File: config.mk
export PLATFORM = sky130hd
export DESIGN_NAME = lock_key_loader
export DESIGN_NICKNAME = d
export VERILOG_FILES = /design/src/rtl/lock_pkg.sv /design/src/rtl/lock_key_shift.sv /design/src/rtl/lock_key_loader.sv
export SDC_FILE = /design/constraint.sdc
export NUM_CORES = 1
export LEC_CHECK = 0
export BUFFER_PORTS_ARGS = -buffer_cell sky130_fd_sc_hd__buf_4
export CAP_MARGIN = 5
export CORE_UTILIZATION = 25
export CTS_CLUSTER_DIAMETER = 60
export DETAILED_ROUTE_END_ITERATION = 8
export PLACE_DENSITY = 0.4
export SETUP_SLACK_MARGIN = 0.1
export SLEW_MARGIN = 0
export SYNTH_ARGS = -nofsm -noshare
export SYNTH_HDL_FRONTEND = slang
export SYNTH_HIERARCHICAL = 1
export SYNTH_SLANG_ARGS = --single-unit
File: constraint.sdc
create_clock -name clk -period 1.65 [get_ports clk]
set_clock_uncertainty 0.15 [all_clocks]
set_input_delay 0.165 -clock clk [delete_from_list [all_inputs] [get_ports clk]]
set_output_delay 0.165 -clock clk [all_outputs]
set_load 0.05 [all_outputs]
File: src/rtl/lock_pkg.sv
// Shared types and defaults for the key-input loader that feeds key-locked netlists.
package lock_pkg;

  typedef enum logic [1:0] {
    IDLE   = 2'd0,
    LOAD   = 2'd1,
    PARITY = 2'd2,
    CHECK  = 2'd3
  } lock_state_e;

  localparam int         KEY_W_DEF     = 8;
  localparam logic [7:0] DECOY_KEY_DEF = 8'hA5;

  // Counter must be able to hold 0..KEY_W.
  function automatic int cnt_w(input int key_w);
    return $clog2(key_w + 1);
  endfunction

endpackage

File: src/rtl/lock_key_shift.sv
// Indexed shadow register plus running even-parity accumulator for one key frame.
module lock_key_shift
  import lock_pkg::*;
#(
  parameter int KEY_W = KEY_W_DEF,
  parameter int CW    = cnt_w(KEY_W)
) (
  input  logic             clk,
  input  logic             rst,
  input  logic             clr_i,
  input  logic             load_i,
  input  logic             first_i,
  input  logic             par_i,
  input  logic [CW-1:0]    idx_i,
  input  logic             bit_i,
  output logic [KEY_W-1:0] shadow_o,
  output logic             par_o
);

  logic [KEY_W-1:0] shadow_d, shadow_q;
  logic             par_d, par_q;

  always_comb begin
    shadow_d = shadow_q;
    par_d    = par_q;
    if (clr_i) begin
      shadow_d = '0;
      par_d    = 1'b0;
    end else begin
      for (int i = 0; i < KEY_W; i++)
        if (load_i && idx_i == CW'(i)) shadow_d[i] = bit_i;
      // First beat restarts the accumulator instead of folding into a stale value.
      if (first_i)                par_d = bit_i;
      else if (load_i || par_i)   par_d = par_q ^ bit_i;
    end
  end

  always_ff @(posedge clk or posedge rst) begin
    if (rst) begin
      shadow_q <= '0;
      par_q    <= 1'b0;
    end else begin
      shadow_q <= shadow_d;
      par_q    <= par_d;
    end
  end

  assign shadow_o = shadow_q;
  assign par_o    = par_q;

endmodule

File: src/rtl/lock_key_loader.sv
// Bit-serial key receiver: gathers KEY_W bits + parity, commits only parity-good keys to key_o.
module lock_key_loader
  import lock_pkg::*;
#(
  parameter int               KEY_W     = KEY_W_DEF,
  parameter logic [KEY_W-1:0] DECOY_KEY = KEY_W'(DECOY_KEY_DEF)
) (
  input  logic             clk,
  input  logic             rst,
  input  logic             s_valid,
  output logic             s_ready,
  input  logic             s_data,
  input  logic             clear_i,
  output logic [KEY_W-1:0] key_o,
  output logic             key_valid,
  output logic             err,
  output logic             busy
);

  localparam int CW = cnt_w(KEY_W);

  lock_state_e      state_d, state_q;
  logic [CW-1:0]    cnt_d, cnt_q;
  logic [KEY_W-1:0] key_d, key_q;
  logic             key_valid_d, key_valid_q;
  logic             err_d, err_q;
  logic             ready_d, ready_q;
  logic             busy_d, busy_q;

  logic             sh_clr, sh_load, sh_first, sh_par;
  logic [CW-1:0]    sh_idx;
  logic [KEY_W-1:0] shadow;
  logic             par;
  logic             accept;

  assign accept = s_valid && ready_q;

  lock_key_shift #(.KEY_W(KEY_W), .CW(CW)) u_shift (
    .clk      (clk),
    .rst      (rst),
    .clr_i    (sh_clr),
    .load_i   (sh_load),
    .first_i  (sh_first),
    .par_i    (sh_par),
    .idx_i    (sh_idx),
    .bit_i    (s_data),
    .shadow_o (shadow),
    .par_o    (par)
  );

  always_comb begin
    state_d     = state_q;
    cnt_d       = cnt_q;
    key_d       = key_q;
    key_valid_d = key_valid_q;
    err_d       = err_q;
    sh_clr      = 1'b0;
    sh_load     = 1'b0;
    sh_first    = 1'b0;
    sh_par      = 1'b0;
    sh_idx      = cnt_q;
    if (clear_i) begin
      // Beats in this cycle are handshaken but dropped; a CHECK commit loses too.
      state_d     = IDLE;
      cnt_d       = '0;
      key_d       = DECOY_KEY;
      key_valid_d = 1'b0;
      err_d       = 1'b0;
      sh_clr      = 1'b1;
    end else begin
      unique case (state_q)
        IDLE: if (accept) begin
          sh_load  = 1'b1;
          sh_first = 1'b1;
          sh_idx   = '0;
          cnt_d    = CW'(1);
          state_d  = (KEY_W == 1) ? PARITY : LOAD;
        end
        LOAD: if (accept) begin
          sh_load = 1'b1;
          cnt_d   = cnt_q + CW'(1);
          if (cnt_q == CW'(KEY_W - 1)) state_d = PARITY;
        end
        PARITY: if (accept) begin
          sh_par  = 1'b1;
          state_d = CHECK;
        end
        CHECK: begin
          state_d = IDLE;
          cnt_d   = '0;
          if (!par) begin
            key_d       = shadow;
            key_valid_d = 1'b1;
            err_d       = 1'b0;
          end else begin
            err_d = 1'b1;
          end
        end
        default: state_d = IDLE;
      endcase
    end
    ready_d = (state_d != CHECK);
    busy_d  = (state_d != IDLE);
  end

  always_ff @(posedge clk or posedge rst) begin
    if (rst) begin
      state_q     <= IDLE;
      cnt_q       <= '0;
      key_q       <= DECOY_KEY;
      key_valid_q <= 1'b0;
      err_q       <= 1'b0;
      ready_q     <= 1'b1;
      busy_q      <= 1'b0;
    end else begin
      state_q     <= state_d;
      cnt_q       <= cnt_d;
      key_q       <= key_d;
      key_valid_q <= key_valid_d;
      err_q       <= err_d;
      ready_q     <= ready_d;
      busy_q      <= busy_d;
    end
  end

  assign s_ready   = ready_q;
  assign key_o     = key_q;
  assign key_valid = key_valid_q;
  assign err       = err_q;
  assign busy      = busy_q;

endmodule

==> parameters.txt <==
Parameter                              Value

Status
  Status ... finished, violations left
  Violated checks ... setup timing

STA
  Worst setup slack after layout ... -0.165 ns
  Worst-margin pin slew ... 0.367 ns
  Share of the clock period used by the worst path after layout ... 110%
  Sum of negative setup slack ... -1.30 ns
  Setup violations, final ... 10
  Unrepaired setup endpoints after global routing ... yes
  Worst relative slew slack ... 75.5%
  Max-slew violation count ... 0
  Highest Clock Rate ... 0.551 GHz
  Fin crit period ... 1.81 ns
  Number of failing hold endpoints at the final stage ... 0

Clock network
  Post-CTS clock slew at the launch and capture registers of the worst setup and hold paths ... 0.10 ns
  CTS tree ... yes
  Num Clock Sinks ... 27
  Clk Tree Root Cell ... sky130_fd_sc_hd__clkbuf_8
  Bufs on Longest Clock Path ... 2
  Clock latency at the later pin of the worst-skew pair ... 0.27 ns
  Max H-tree Level ... 1
  CTS Buf Count ... 3

Cells and area
  Ant diodes ... 0
  Count of fill cells added during filler insertion ... 576
  Final #Nets ... 188
  Ratio of cells with drive above 1 in the final layout ... 37.6%
  Layout Area Growth over Synthesis ... 31.3%

Routing
  Routed WL per cell ... 12.8 µm
  Final Routed Wirelength ... 3220 µm
  DRC violation total after the first TritonRoute iteration ... 56
  Total number of vias ... 1131
  Router iterations before antenna repair ... 4
  Detail Route Antenna Nets ... 0
  Via/cell ratio ... 4.51
  DRC Markers ... 0

Worst setup path
  Signal arrival time at the worst endpoint ... 1.81 ns
  Critical path type ... flop to flop
  Highest net fanout along the worst path ... 5
  Worst Setup Start Kind ... flop
  Worst endpoint required time ... 1.65 ns
  Nature of the critical path endpoint ... flop

Synthesis
  Count of flip-flops with a built-in enable after synthesis ... 0
  Net count of the mapped netlist ... 153
  Dominant cell type by area after synthesis ... sky130_fd_sc_hd__dfrtp_1
  Netlist cell types ... 37
  Seq/Total Area, Yosys ... 48.5%
  Post-synthesis async set-or-reset flop share ... 100%
  Post-synthesis register bit count ... 27
  Mapped Area ... 1410 µm²
  Number of instances in the synthesized netlist ... 147
  Fraction of synthesized cell area taken by the top area cell type ... 39.2%
  Syn Area/Cell ... 9.56 µm²
  Cell types with the largest area share after synthesis ... sky130_fd_sc_hd__dfrtp_1 (39%), sky130_fd_sc_hd__dfstp_2 (9.3%), sky130_fd_sc_hd__nand2_1 (7.5%)
  Library cell with the highest instance count after synthesis ... sky130_fd_sc_hd__nand2_1
  Count of synthesis-stage warnings from yosys ... 6
  Predominant post-synthesis flop cell ... sky130_fd_sc_hd__dfrtp_1
  Leading post-synthesis cells by instance count ... sky130_fd_sc_hd__nand2_1 (28), sky130_fd_sc_hd__dfrtp_1 (22)

Power and ir drop
  Peak supply drop ... 0.302 mV
  Power per Cell Area ... 660 nW/µm²
  Reported leakage power ... 0.872 nW

Placed design
  Minimum setup slack after placement ... -0.144 ns
  GP Congestion ... 0.804
  Final HPWL from detailed placement ... 2380 µm
  Port-buffer cells ... 16

Floorplanning
  Horizontal extent of the die ... 77.0 µm
  Standard-cell rows ... 26
  Num ports ... 17
  Starting density of the core ... 26.7%
  Die area ... 5920 µm²
  Area of the core ... 5270 µm²
  Chip Height ... 77.0 µm

Global routing
  GRT Overall Usage ... 11.6%
  Wire length of the first global-routing pass ... 5510 µm
  Initial antenna violation count ... 0
  Largest net degree at the start of global routing ... 19
  Congestion Overflow GR ... 0
  Vias in the first global route ... 1110

Worst hold path
  Worst hold path type ... input port to flop

Run
  Count of max-cap constraint violations ... 0
==> routing by layer <==
layer | vias to the layer above | wire [µm] | global-route usage (%)
li1 | 564 | - | -
met1 | 551 | 1610 | 16.3
met2 | 14 | 1490 | 18.1
met3 | 2 | 100 | 1.79
met4 | 0 | 23 | 3.58
met5 | - | 0 | 0
==> metrics by stage <==
stage	power [W]	cell area [µm²]	cells	hold slack, ns	utilization, %
2_1_floorplan	0.000778	1430	147	-0.157	-
3_3_place_gp	0.000830	1710	242	-0.0243	32.4
3_5_place_dp	0.000831	1710	242	-0.0170	32.4
4_1_cts	0.00123	1800	249	0.0833	34.2
5_1_grt	0.00128	1840	251	0.0949	35.0
6_report	0.00122	1840	251	0.0950	35.0
==> power breakdown <==
group / internal (W) / switching [W]
registers: 0.000671 / 0.00000882
clock network: 0.000169 / 0.000213
logic: 0.0000687 / 0.0000853
==> flip-flops by register name, indices dropped and copies added, names as in the netlist <==
| register | cells |
|---|---|
| err | 1 |
| key_valid | 1 |
| s_ready | 1 |
| busy | 1 |
| u_shift/par_o | 1 |
| u_shift/shadow_o | 8 |
| cnt_q | 4 |
| state_q | 2 |
| key_o | 8 |
==> path summary, 6_finish.rpt <==
check | slack, ns | depth (start not counted) | startpoint | end
max | -0.16 | 6 | s_ready | u_shift/shadow_o[7]
min | 0.09 | 3 | s_data | u_shift/par_o
max reg2reg | -0.16 | 6 | s_ready | u_shift/shadow_o[7]
min reg2reg | 0.34 | 2 | key_o[5] | key_o[5]
max in group asynchronous | 0.60 | 4 | rst | key_o[0]
min in group asynchronous | 0.23 | 3 | rst | state_q[1]
==> timing repair <==
| action | in CTS | in global routing |
|---|---|---|
| pin swaps | 8 | 4 |
| gates resized for setup | 7 | 8 |
| setup buffers | 1 | 2 |
| hold buffers | 2 | 0 |
| hold endpoints to repair | 15 | 0 |
| gates cloned | 0 | 0 |
| endpoints found under the setup margin | 13 | 18 |
==> layout by cell type, fill, tap and decap left out, types with 2 or more instances in the layout <==
cell type	count
sky130_fd_sc_hd__buf_4	33
sky130_fd_sc_hd__nand2_1	24
sky130_fd_sc_hd__dfrtp_1	22
sky130_fd_sc_hd__nand2b_1	8
sky130_fd_sc_hd__mux2i_1	8
sky130_fd_sc_hd__nor2_1	7
sky130_fd_sc_hd__nor2b_1	6
sky130_fd_sc_hd__a21oi_1	6
sky130_fd_sc_hd__nand3b_1	5
sky130_fd_sc_hd__nand3_1	4
sky130_fd_sc_hd__inv_1	4
sky130_fd_sc_hd__dfstp_2	4
sky130_fd_sc_hd__nand2_2	3
sky130_fd_sc_hd__nand3_2	3
sky130_fd_sc_hd__a31oi_1	3
sky130_fd_sc_hd__and3b_2	3
sky130_fd_sc_hd__a21oi_2	3
sky130_fd_sc_hd__o21ai_0	3
sky130_fd_sc_hd__clkbuf_8	3
sky130_fd_sc_hd__nor2b_2	2
sky130_fd_sc_hd__and2_4	2
sky130_fd_sc_hd__and2_1	2
sky130_fd_sc_hd__dlygate4sd3_1	2
==> worst max-delay path: stages, from the launching register on <==
cell	delay [ns]
sky130_fd_sc_hd__dfstp_4	0.62
sky130_fd_sc_hd__and3b_2	0.21
sky130_fd_sc_hd__nand2_4	0.06
sky130_fd_sc_hd__and2_4	0.15
sky130_fd_sc_hd__and3b_2	0.29
sky130_fd_sc_hd__nand3_2	0.08
sky130_fd_sc_hd__mux2i_1	0.13
==> final cells by class <==
type | instances | area, µm² | area share (%)
Clock buffer | 3 | 41.3 | 2.24
Tap cell | 70 | 87.6 | 4.75
Inverter | 5 | 18.8 | 1.02
Timing Repair Buffer | 37 | 294 | 15.9
Clock inverter | 1 | 5.00 | 0.271
Multi-Input combinational cell | 108 | 712 | 38.6
Sequential cell | 27 | 686 | 37.2
==> cell families after synthesis <==
logic type | Yosys count | synth area share [%]
multiplexers | 8 | 5.70
buffers and inverters | 12 | 4.63
AO/OA/AOI/OAI | 21 | 9.26
flip-flops | 27 | 48.5
AND/OR/NAND/NOR | 78 | 31.0
adder cells (fa/ha/maj) | 1 | 0.890
Note: power is estimated with default switching activity, not from simulation.
